File: src/rtl/accumulator_pkg.sv
// Shared types and constants for the sample accumulator and its adder.
package accumulator_pkg;

  // Datapath word width for samples and the running sum.
  localparam int WORD_WIDTH = 16;

  // Window control states: waiting for the first sample, collecting samples,
  // and holding a completed result until cleared.
  typedef enum logic [1:0] {
    IDLE,
    ACCUM,
    HOLD
  } acc_state_t;

endpackage : accumulator_pkg

File: src/rtl/adder_16bit.sv
// 16-bit unsigned adder with carry-in; overflow is the carry out of bit 15.
module adder_16bit
  import accumulator_pkg::*;
(
  input  logic [WORD_WIDTH-1:0] a,
  input  logic [WORD_WIDTH-1:0] b,
  input  logic                  carry_in,
  output logic [WORD_WIDTH-1:0] sum,
  output logic                  overflow
);

  logic [WORD_WIDTH:0] wide_sum;

  // Widen by one bit so the carry out of the top bit lands in the MSB.
  always_comb begin
    wide_sum = {1'b0, a} + {1'b0, b} + {{WORD_WIDTH{1'b0}}, carry_in};
  end

  assign sum      = wide_sum[WORD_WIDTH-1:0];
  assign overflow = wide_sum[WORD_WIDTH];

endmodule : adder_16bit

File: src/rtl/sample_accumulator.sv
// Sums a fixed-size window of unsigned samples taken over a valid/ready
// handshake, tracks whether any add wrapped, and holds the result until
// the window is cleared.
module sample_accumulator
  import accumulator_pkg::*;
#(
  parameter int NUM_SAMPLES = 8,
  parameter int COUNT_WIDTH = 4
) (
  input  logic                   clk,
  input  logic                   n_rst,
  input  logic [WORD_WIDTH-1:0]  data_in,
  input  logic                   data_valid,
  input  logic                   clear,
  output logic                   ready,
  output logic [WORD_WIDTH-1:0]  accum,
  output logic [COUNT_WIDTH-1:0] sample_count,
  output logic                   overflow_flag,
  output logic                   done
);

  // Count value reached by the final sample of a window.
  localparam logic [COUNT_WIDTH-1:0] LAST_COUNT = COUNT_WIDTH'(NUM_SAMPLES);

  acc_state_t             state;
  acc_state_t             next_state;
  logic                   accept;
  logic [WORD_WIDTH-1:0]  sum;
  logic                   carry;
  logic [COUNT_WIDTH-1:0] count_inc;
  logic                   last_sample;

  // Datapath: the adder always proposes accum + data_in; the registers
  // only take it on an accepted sample.
  adder_16bit u_adder (
    .a        (accum),
    .b        (data_in),
    .carry_in (1'b0),
    .sum      (sum),
    .overflow (carry)
  );

  // A sample is taken only when offered, when there is room for it, and
  // when no clear is pending; clear always wins.
  assign accept      = data_valid && ready && !clear;
  assign count_inc   = sample_count + 1'b1;
  assign last_sample = (count_inc == LAST_COUNT);

  // State register.
  // NOTE: clocked state uses non-blocking assignments so every register
  // samples pre-edge values regardless of process evaluation order.
  always_ff @(posedge clk or negedge n_rst) begin
    if (!n_rst) begin
      state <= IDLE;
    end else begin
      state <= next_state;
    end
  end

  // Next-state logic; the sample that fills the window moves us to HOLD,
  // which also covers a one-sample window straight out of IDLE.
  always_comb begin
    // NOTE: default assignment first so no path leaves next_state
    // unassigned, which would otherwise infer a latch.
    next_state = state;
    if (clear) begin
      next_state = IDLE;
    end else begin
      unique case (state)
        IDLE, ACCUM: begin
          if (accept) begin
            next_state = last_sample ? HOLD : ACCUM;
          end
        end
        HOLD: begin
          next_state = HOLD;
        end
        default: begin
          next_state = IDLE;
        end
      endcase
    end
  end

  // Handshake outputs decoded from the state register alone.
  always_comb begin
    done  = 1'b0;
    ready = 1'b1;
    if (state == HOLD) begin
      done  = 1'b1;
      ready = 1'b0;
    end
  end

  // Accumulate, count and sticky-overflow registers. In IDLE accum is
  // zero so the adder cannot carry, and the flag stays clear on the first
  // sample; in HOLD ready is low so nothing is accepted and all freeze.
  always_ff @(posedge clk or negedge n_rst) begin
    if (!n_rst) begin
      accum         <= '0;
      sample_count  <= '0;
      overflow_flag <= 1'b0;
    end else if (clear) begin
      accum         <= '0;
      sample_count  <= '0;
      overflow_flag <= 1'b0;
    end else if (accept) begin
      accum         <= sum;
      sample_count  <= count_inc;
      overflow_flag <= overflow_flag | carry;
    end
  end

endmodule : sample_accumulator

File: config.mk
export PLATFORM = sky130hd
export DESIGN_NAME = sample_accumulator
export DESIGN_NICKNAME = d
export VERILOG_FILES = /design/src/rtl/accumulator_pkg.sv /design/src/rtl/adder_16bit.sv /design/src/rtl/sample_accumulator.sv
export SDC_FILE = /design/constraint.sdc
export NUM_CORES = 1
export LEC_CHECK = 0
export BUFFER_PORTS_ARGS = -buffer_cell sky130_fd_sc_hd__buf_2
export CAP_MARGIN = 20
export CORE_MARGIN = 2
export CORE_UTILIZATION = 50
export DETAILED_ROUTE_END_ITERATION = 8
export PLACE_DENSITY = 0.75
export SYNTH_ARGS = -nofsm -noshare
export SYNTH_HDL_FRONTEND = slang
export SYNTH_SLANG_ARGS = --single-unit
export TNS_END_PERCENT = 5
File: constraint.sdc
create_clock -name clk -period 3.1 [get_ports clk]
set_input_delay 0.31 -clock clk [delete_from_list [all_inputs] [get_ports clk]]
set_output_delay 0.31 -clock clk [all_outputs]
set_load 0.02 [all_outputs]
# After elaboration in Yosys (flattened, before gate mapping)
# Index checks and enable logic that the tools add are counted.
[op_classes]
n_mux = 12
n_bitwise = 1
reduce_logical = 6
n_eq_ne = 4
n_addsub = 2
[ops]
columns = ["operator", "count"]
rows = [
  ["16-bit 2-to-1 mux", 2],
  ["16-bit by 16-bit adder with 17-bit output", 1],
  ["4-bit 2-to-1 mux", 2],
  ["2-bit 2-to-1 mux", 3],
  ["4-bit by 1-bit adder with 4-bit output (second input constant)", 1],
  ["4-bit == test (second input constant)", 1],
  ["1-bit 2-to-1 mux", 4],
  ["2-bit case mux with 2 select lines", 1],
  ["3-bit inequality test (second input constant)", 1],
  ["2-bit by 1-bit == test with 1-bit output (second input constant)", 1],
  ["2-bit == test (second input constant)", 1],
  ["1-bit logical AND", 2],
  ["2-bit zero test", 1],
  ["2-bit nonzero test", 1],
  ["2-bit OR reduction", 1],
  ["1-bit zero test", 1],
  ["1-bit OR", 1],
]
[word_totals]
word_cells = 29
input_bits = 20
ff_bits = 23

# Longest topological paths before layout
# Gate-level depths: netlist of run 1.
[logic_depth]
word_depth = 7
ltp_mapped = 8

# Cells and area by module
# A second synthesis of run 1 with hierarchy kept.
[unflattened]
cells_unflattened = 200
hier_area_um2 = 1791.7
[by_module_without_submodules]
columns = ["mod", "area_each_um2", "n_inst", "cells_per_inst"]
rows = [
  ["sample_accumulator", 1058.5, 1, 111],
  ["adder_16bit", 733.2, 1, 89],
]

# Worst setup path after synthesis of run 1
# OpenSTA, ideal clock, no wires.
[synth_timing]
kind = "reg2reg"
from = "register accum[0]"
to = "register accum[14]"
arrival_ps = 2036
path_buffers = 0
slack_ps = 939
required_time_ps = 2975
stages_incl_launch_ff = 9
setup_ps = 125
cell_sequence = "dfrtp_1 > ha_1 > inv_1 > fa_1 > nor2b_1 > o21bai_1 > a21oi_1 > a32oi_1 > mux2_2"
[synth_between]
elab_chain_len = 3
[synth_lines]
columns = ["item", "line", "text"]
rows = [
  ["start: declaration", "sample_accumulator.sv:16", "output logic [WORD_WIDTH-1:0] accum,"],
  ["start signal: assignment", "sample_accumulator.sv:108", "accum <= sum;"],
  ["16-bit by 16-bit adder with 17-bit output", "adder_16bit.sv:16", "wide_sum = {1'b0, a} + {1'b0, b} + {{WORD_WIDTH{1'b0}}, carry_in};"],
  ["16-bit 2-to-1 mux", "sample_accumulator.sv:107", "end else if (accept) begin"],
  ["16-bit 2-to-1 mux", "sample_accumulator.sv:103", "end else if (clear) begin"],
]
# Every way passes these cells. The select of a mux whose other input is x is not followed.
# A chain may end at the register's enable or synchronous reset.

# Worst setup path in the final report of run 1
[layout_timing]
from = "register accum[0]"
to = "register overflow_flag"
[layout_between]
elab_chain_len = 4
[layout_lines]
columns = ["item", "line", "text"]
rows = [
  ["16-bit by 16-bit adder with 17-bit output", "adder_16bit.sv:16", ""],
  ["1-bit OR", "sample_accumulator.sv:110", "overflow_flag <= overflow_flag | carry;"],
  ["1-bit 2-to-1 mux", "sample_accumulator.sv:107", ""],
  ["1-bit 2-to-1 mux", "sample_accumulator.sv:103", ""],
  ["end signal: assignment", "sample_accumulator.sv:110", ""],
  ["end: declaration", "sample_accumulator.sv:18", "output logic overflow_flag,"],
]
# Every way passes these cells. The select of a mux whose other input is x is not followed.

==> results of run 1 <==
-- placed cells by master (no fill, tap or decap), drive strengths merged, types with 3 or more instances in the layout --
cell type	instances
a211oi	4
a21oi	23
buf	43
clkbuf	3
dfrtp	23
ha	17
inv	6
nand2	22
nand3	8
nand3b	6
nor2	17
nor2b	3
nor3	4
nor4	3
o2111ai	3
o21a	5
o21ai	10
or3	5
xor2	3
-- final timing paths --
path / startpoint / endpoint / slack (ns) / cells past startpoint
worst max-delay path: accum[0] / overflow_flag / 0.75 / 8
worst min-delay path: n_rst / accum[10] / -0.001 / 1
worst max register to register: accum[0] / overflow_flag / 0.75 / 8
worst min register to register: state[1] / state[0] / 0.46 / 1
max in group asynchronous: n_rst / accum[0] / 2.75 / 1
min in group clk: data_valid / state[0] / 0.33 / 3
-- power breakdown --
part           internal [mW]  switching, mW  leakage [nW]
logic                  0.159          0.242         0.692
clock network         0.0913          0.110        0.0217
registers              0.332         0.0274         0.307
total                  0.582          0.379          1.02
-- per-layer routing --
metal,part of all wire,vias up,GRT usage
met2,0.47,53,0.354
met5,0,-,0
met4,0.012,0,0.0638
met3,0.053,5,0.0208
li1,-,870,-
met1,0.47,800,0.311
-- cells by family after synthesis --
logic type / Yosys count
xor gates and xnor gates: 5
muxes: 1
buffers and inverters: 15
adders and majority gates: 18
AOI/OAI and AO/OA: 66
and+or+nand+nor: 84
DFF: 23
-- state kept, by name, indices dropped and copies added (netlist names) --
name           cells
accum             16
state              2
sample_count       4
overflow_flag      1
-- through the flow --
stage	worst slack (ns)	util	instances	instance area [um^2]
after CTS	0.744	0.589	298	2120
final	0.745	0.589	298	2120
after global routing	0.374	0.589	298	2120
after floorplan	0.939	-	212	1840
after global placement	0.855	0.575	294	2070
after detailed placement	0.733	0.575	294	2070
-- critical path, stage by stage (launching register included) --
cell and delay (ns):
dfrtp_1 0.37, ha_1 0.17, inv_1 0.06, fa_1 0.37
nor2b_1 0.22, o21bai_1 0.13, a21oi_1 0.49, a22oi_1 0.18
o41ai_1 0.27
-- layout make-up --
class	count	area [um^2]
clock buffers	3	41.3
clock inverters	1	7.51
fillers	337	1480
inverters	6	22.5
multi-input cells	174	1200
flip-flops and latches	23	576
well taps	48	60.1
repair buffers	43	218
==> qor.csv, run 1 <==
metric,value,unit
status,finished with violations,
violations,negative hold slack,
clkTransAtPathRegs,0.09,ns
ant_nets,0,
vias,1728,
crit_type,reg -> reg,
gr-total-overflow,0,
grt_max_degree,29,
finalMaxSlewViolations,0,
cts_resized,0,
synth-compound-area-share,0.256,
irDropWorstVdd,0.000220,V
netlist_area,1840,um^2
final-hold-violation-count,5,
cts_buffer_depth,2,
cts_buffers,3,
die_area,4180,um^2
core,3610,um^2
synthXorXnorAreaFrac,0.0238,
cts_tree,built,
grt_setup_unrepaired,false,
cts_hold_buf,0,
synth_simple_gate_area_frac,0.239,
fin_worst_skew,0.00294,ns
fin_nets,289,
ys_seq_elements,23,
drive_above_1_share,0.228,
fin_crit,2.35,ns
port_buffers,42,
remaining_drc_errors,0,
routed_wl,4270,um
hp-class,in -> async,
fp.dieH,64.7,um
syn2layout_area_growth,15.4,%
setup_tns,0,ns
yosysTopAreaCell,dfrtp_1,
grt.total_usage,0.219,
htreeDepth,1,
wire_per_inst,14.3,um
start_util,0.510,
slew_headroom,0.605,
synth_edf_count,0,
gp_congestion,0.867,
antenna_found_initial,0,
synth_seq_area_share,0.313,
synthCells,212,
cts-root-buf,clkbuf_8,
synthArstFlopShare,1.00,
tightest_slew,0.593,ns
crit_fanout,7,
cp_data_arrival_time,2.52,ns
pwr_density_cell,453,nW/um^2
num_io_pins,43,
maxCapViolations,0,
power,0.961,mW
dr.pass1.iters,4,
synth_flop_cell,dfrtp_1,
initialDrtViolationCount,144,
cts_sinks,23,
synth_warnings,0,
cp-end-kind,flop,
required,3.27,ns
rows,22,
p_leak,1.02,nW
synth_top_cell_area_share,0.313,
holdWs,-0.00140,ns
setup_viol,0,
critPathLaunchType,flop,
cts_setup_buffers,0,
syn_area_per_cell,8.68,um^2
grt_pass1_wl,7360,um
die_x,64.7,um
synth_top_family_by_area,compound AO/OA/AOI/OAI gates,
synthMuxAreaShare,0.00612,
viasPerCell,5.80,
min_period_over_period,0.760,
yosys-top-cells-area,"dfrtp_1 31%, ha_1 12%, a21oi_1 5.2%",
synthAdderAreaFrac,0.126,
syn-num-nets,250,
clk_latency,0.27,ns
netlist_top_cells_count,"23 x dfrtp_1, 22 x nand2_1, 19 x a21oi_1, 17 x ha_1, 17 x nor2_1",
fmax,425,MHz
grt_pass1_vias,1570,
synth.most_common_cell,dfrtp_1,
hpwlAfterDp,3220,um
synth_cell_types,54,
diodes,0,
No activity file was read; power rests on OpenSTA's default activity.
==> run 2: changes to the inputs <==
--- a/config.mk
+++ b/config.mk
@@ -8,9 +8,9 @@
 export BUFFER_PORTS_ARGS = -buffer_cell sky130_fd_sc_hd__buf_2
 export CAP_MARGIN = 20
 export CORE_MARGIN = 2
-export CORE_UTILIZATION = 50
+export CORE_UTILIZATION = 49
 export DETAILED_ROUTE_END_ITERATION = 8
-export PLACE_DENSITY = 0.75
+export PLACE_DENSITY = 0.77
 export SYNTH_ARGS = -nofsm -noshare
 export SYNTH_HDL_FRONTEND = slang
 export SYNTH_SLANG_ARGS = --single-unit
==> constraint.sdc (replaced) <==
create_clock -name clk -period 2.11 [get_ports clk]
set_input_delay 0.211 -clock clk [delete_from_list [all_inputs] [get_ports clk]]
set_output_delay 0.211 -clock clk [all_outputs]
set_load 0.02 [all_outputs]
==> run 2 against run 1 <==
Against the previous run:
- the run now ends clean
- fmax rose by 14%
- flip-flop and latch count did not move
- clock skew rose by 0.0023 ns
- cell area rose by 9.7%
- hold slack improved by 0.21 ns
- die area rose by 1.9%
- clock-buffer cell count did not move
- largest cell class unchanged
==> qor.csv, run 2 (same netlist as run 1, synthesis figures left out) <==
metric,value,unit
crit_type,reg -> reg,
power,1.52,mW
die_x,65.3,um
cp_data_arrival_time,2.23,ns
status,completed,
clk_latency,0.27,ns
cts_buffer_depth,2,
routed_wl,4530,um
cts_buffers,3,
setup_tns,0,ns
num_io_pins,43,
required,2.28,ns
port_buffers,42,
hp-class,in -> reg,
rows,22,
start_util,0.507,
p_clk_frac,0.197,
initialDrtViolationCount,117,
dr.pass1.iters,4,
cts-root-buf,clkbuf_8,
critPathMaxStageDelay,0.43,ns
grt_setup_unrepaired,true,
grt_pass1_wl,7240,um
fp.dieH,65.3,um
grt_pass1_vias,1622,
clkTransAtPathRegs,0.10,ns
highest_layer,met4,
hpwlAfterDp,3410,um
fin_crit,2.07,ns
viasPerCell,5.80,
p_int,0.926,mW
drive_above_1_share,0.313,
gr-total-overflow,0,
top_regs,"accum: 16 flops, sample_count: 4 flops, state: 2 flops",
met1_length,2050,um
vias,1814,
wire_per_inst,14.5,um
maxCapViolations,0,
finalMaxSlewViolations,0,
largest_register,accum,
route.met2.wl,2120,um
p_leak,1.09,nW
htreeDepth,1,
final-hold-violation-count,0,
setup_viol,0,
holdWs,0.212,ns
tightest_slew,0.605,ns
most-common-layout-cells,"42 x buf_2, 23 x dfrtp_1, 22 x nand2_1",
gp_congestion,0.869,
fmax,484,MHz
syn2layout_area_growth,26.6,%
layout_commonest_cell,buf_2,
irDropWorstVdd,0.000311,V
core,3630,um^2
dp_cells,306,
met3_length,273,um
final_cells,313,
pwr-share-seq,0.348,
ant_nets,0,
grt.total_usage,0.217,
min_period_over_period,0.979,
remaining_drc_errors,0,
fin_nets,304,
antenna_found_initial,0,
crit_fanout,3,
cp-end-kind,flop,
cp_slowest_cell,a221oi_1,
fin_util,0.641,
pwr_density_cell,653,nW/um^2
cts_sinks,23,
power.share.switching,0.391,
critPathBufInv,1,
grt_max_degree,24,
cts_tree,built,
combPwrFrac,0.455,
slew_headroom,0.596,
fin_worst_skew,0.00520,ns
diodes,0,
critPathLaunchType,flop,
crit_family,compound AO/OA/AOI/OAI gates,
die_area,4260,um^2
largest_register_ff_count,16,
switchingPower,0.596,mW
worstPathCellList,ha_1 -> a21oi_2 -> buf_4 -> o21ai_0 -> a221oi_1 -> nor4_1 -> a211o_1,
-- run 2: changes by cell type in the layout (fill, tap and decap cells not counted), sizes merged --
cell         before  now
dlygate4sd3       0    1
buf              43   57
-- run 2: worst register-to-register path, stage by stage, from the launching register on --
cell and delay (ns):
dfrtp_1 0.41, ha_1 0.33, a21oi_2 0.20, buf_4 0.15, o21ai_0 0.08, a221oi_1 0.43
nor4_1 0.09, a211o_1 0.25
-- run 2: worst paths after layout --
check | startpoint | to | slack (ns) | depth (start not counted)
worst max-delay path | accum[8] | accum[13] | 0.04 | 7
worst min-delay path | clear | accum[4] | 0.21 | 2
worst max register to register | accum[8] | accum[13] | 0.04 | 7
worst min register to register | state[1] | state[0] | 0.46 | 1
max in group asynchronous | n_rst | state[0] | 1.31 | 2
min in group asynchronous | n_rst | accum[10] | 0.44 | 2
-- run 2: timing repair --
| item | in CTS | in global routing |
|---|---|---|
| endpoints found under the hold margin | 23 | 0 |
| setup endpoints to repair | 0 | 8 |
| hold buffers | 1 | 0 |
| setup buffers | 0 | 2 |
| gates resized for setup | 0 | 17 |
-- run 2: cell type report --
| cell class | count | area, um^2 |
|---|---|---|
| multi-input combinational | 174 | 1290 |
| tap | 48 | 60.1 |
| timing repair buffer | 58 | 333 |
| sequential | 23 | 576 |
| inverter | 6 | 22.5 |
| clock inverter | 1 | 7.51 |
| clock buffer | 3 | 41.3 |
| fill | 326 | 1300 |
-- run 2: metrics by stage --
| step | instance area [um^2] | setup WS [ns] |
|---|---|---|
| detailed placement | 2170 | 0.0180 |
| finish | 2330 | 0.0445 |
| global route | 2330 | -0.0664 |
| CTS | 2230 | 0.00310 |
| floorplan | 1840 | -0.000715 |
| global placement | 2170 | 0.0261 |
-- run 2: power groups by stage --
| stage | clock (mW) | sequential (mW) | combinational (mW) |
|---|---|---|---|
| 4_1_cts | 0.296 | 0.527 | 0.641 |
| 3_3_place_gp | 0 | 0.533 | 0.629 |
| 2_1_floorplan | 0 | 0.588 | 0.381 |
| 6_report | 0.300 | 0.530 | 0.692 |
| 3_5_place_dp | 0 | 0.536 | 0.636 |
| 5_1_grt | 0.315 | 0.537 | 0.767 |
-- run 2: metal layers --
metal  global-route usage  vias to the layer above
li1                     -                      900
met1                0.293                      848
met2                0.351                       57
met3               0.0342                        9
met4               0.0833                        0
met5                    0                        -
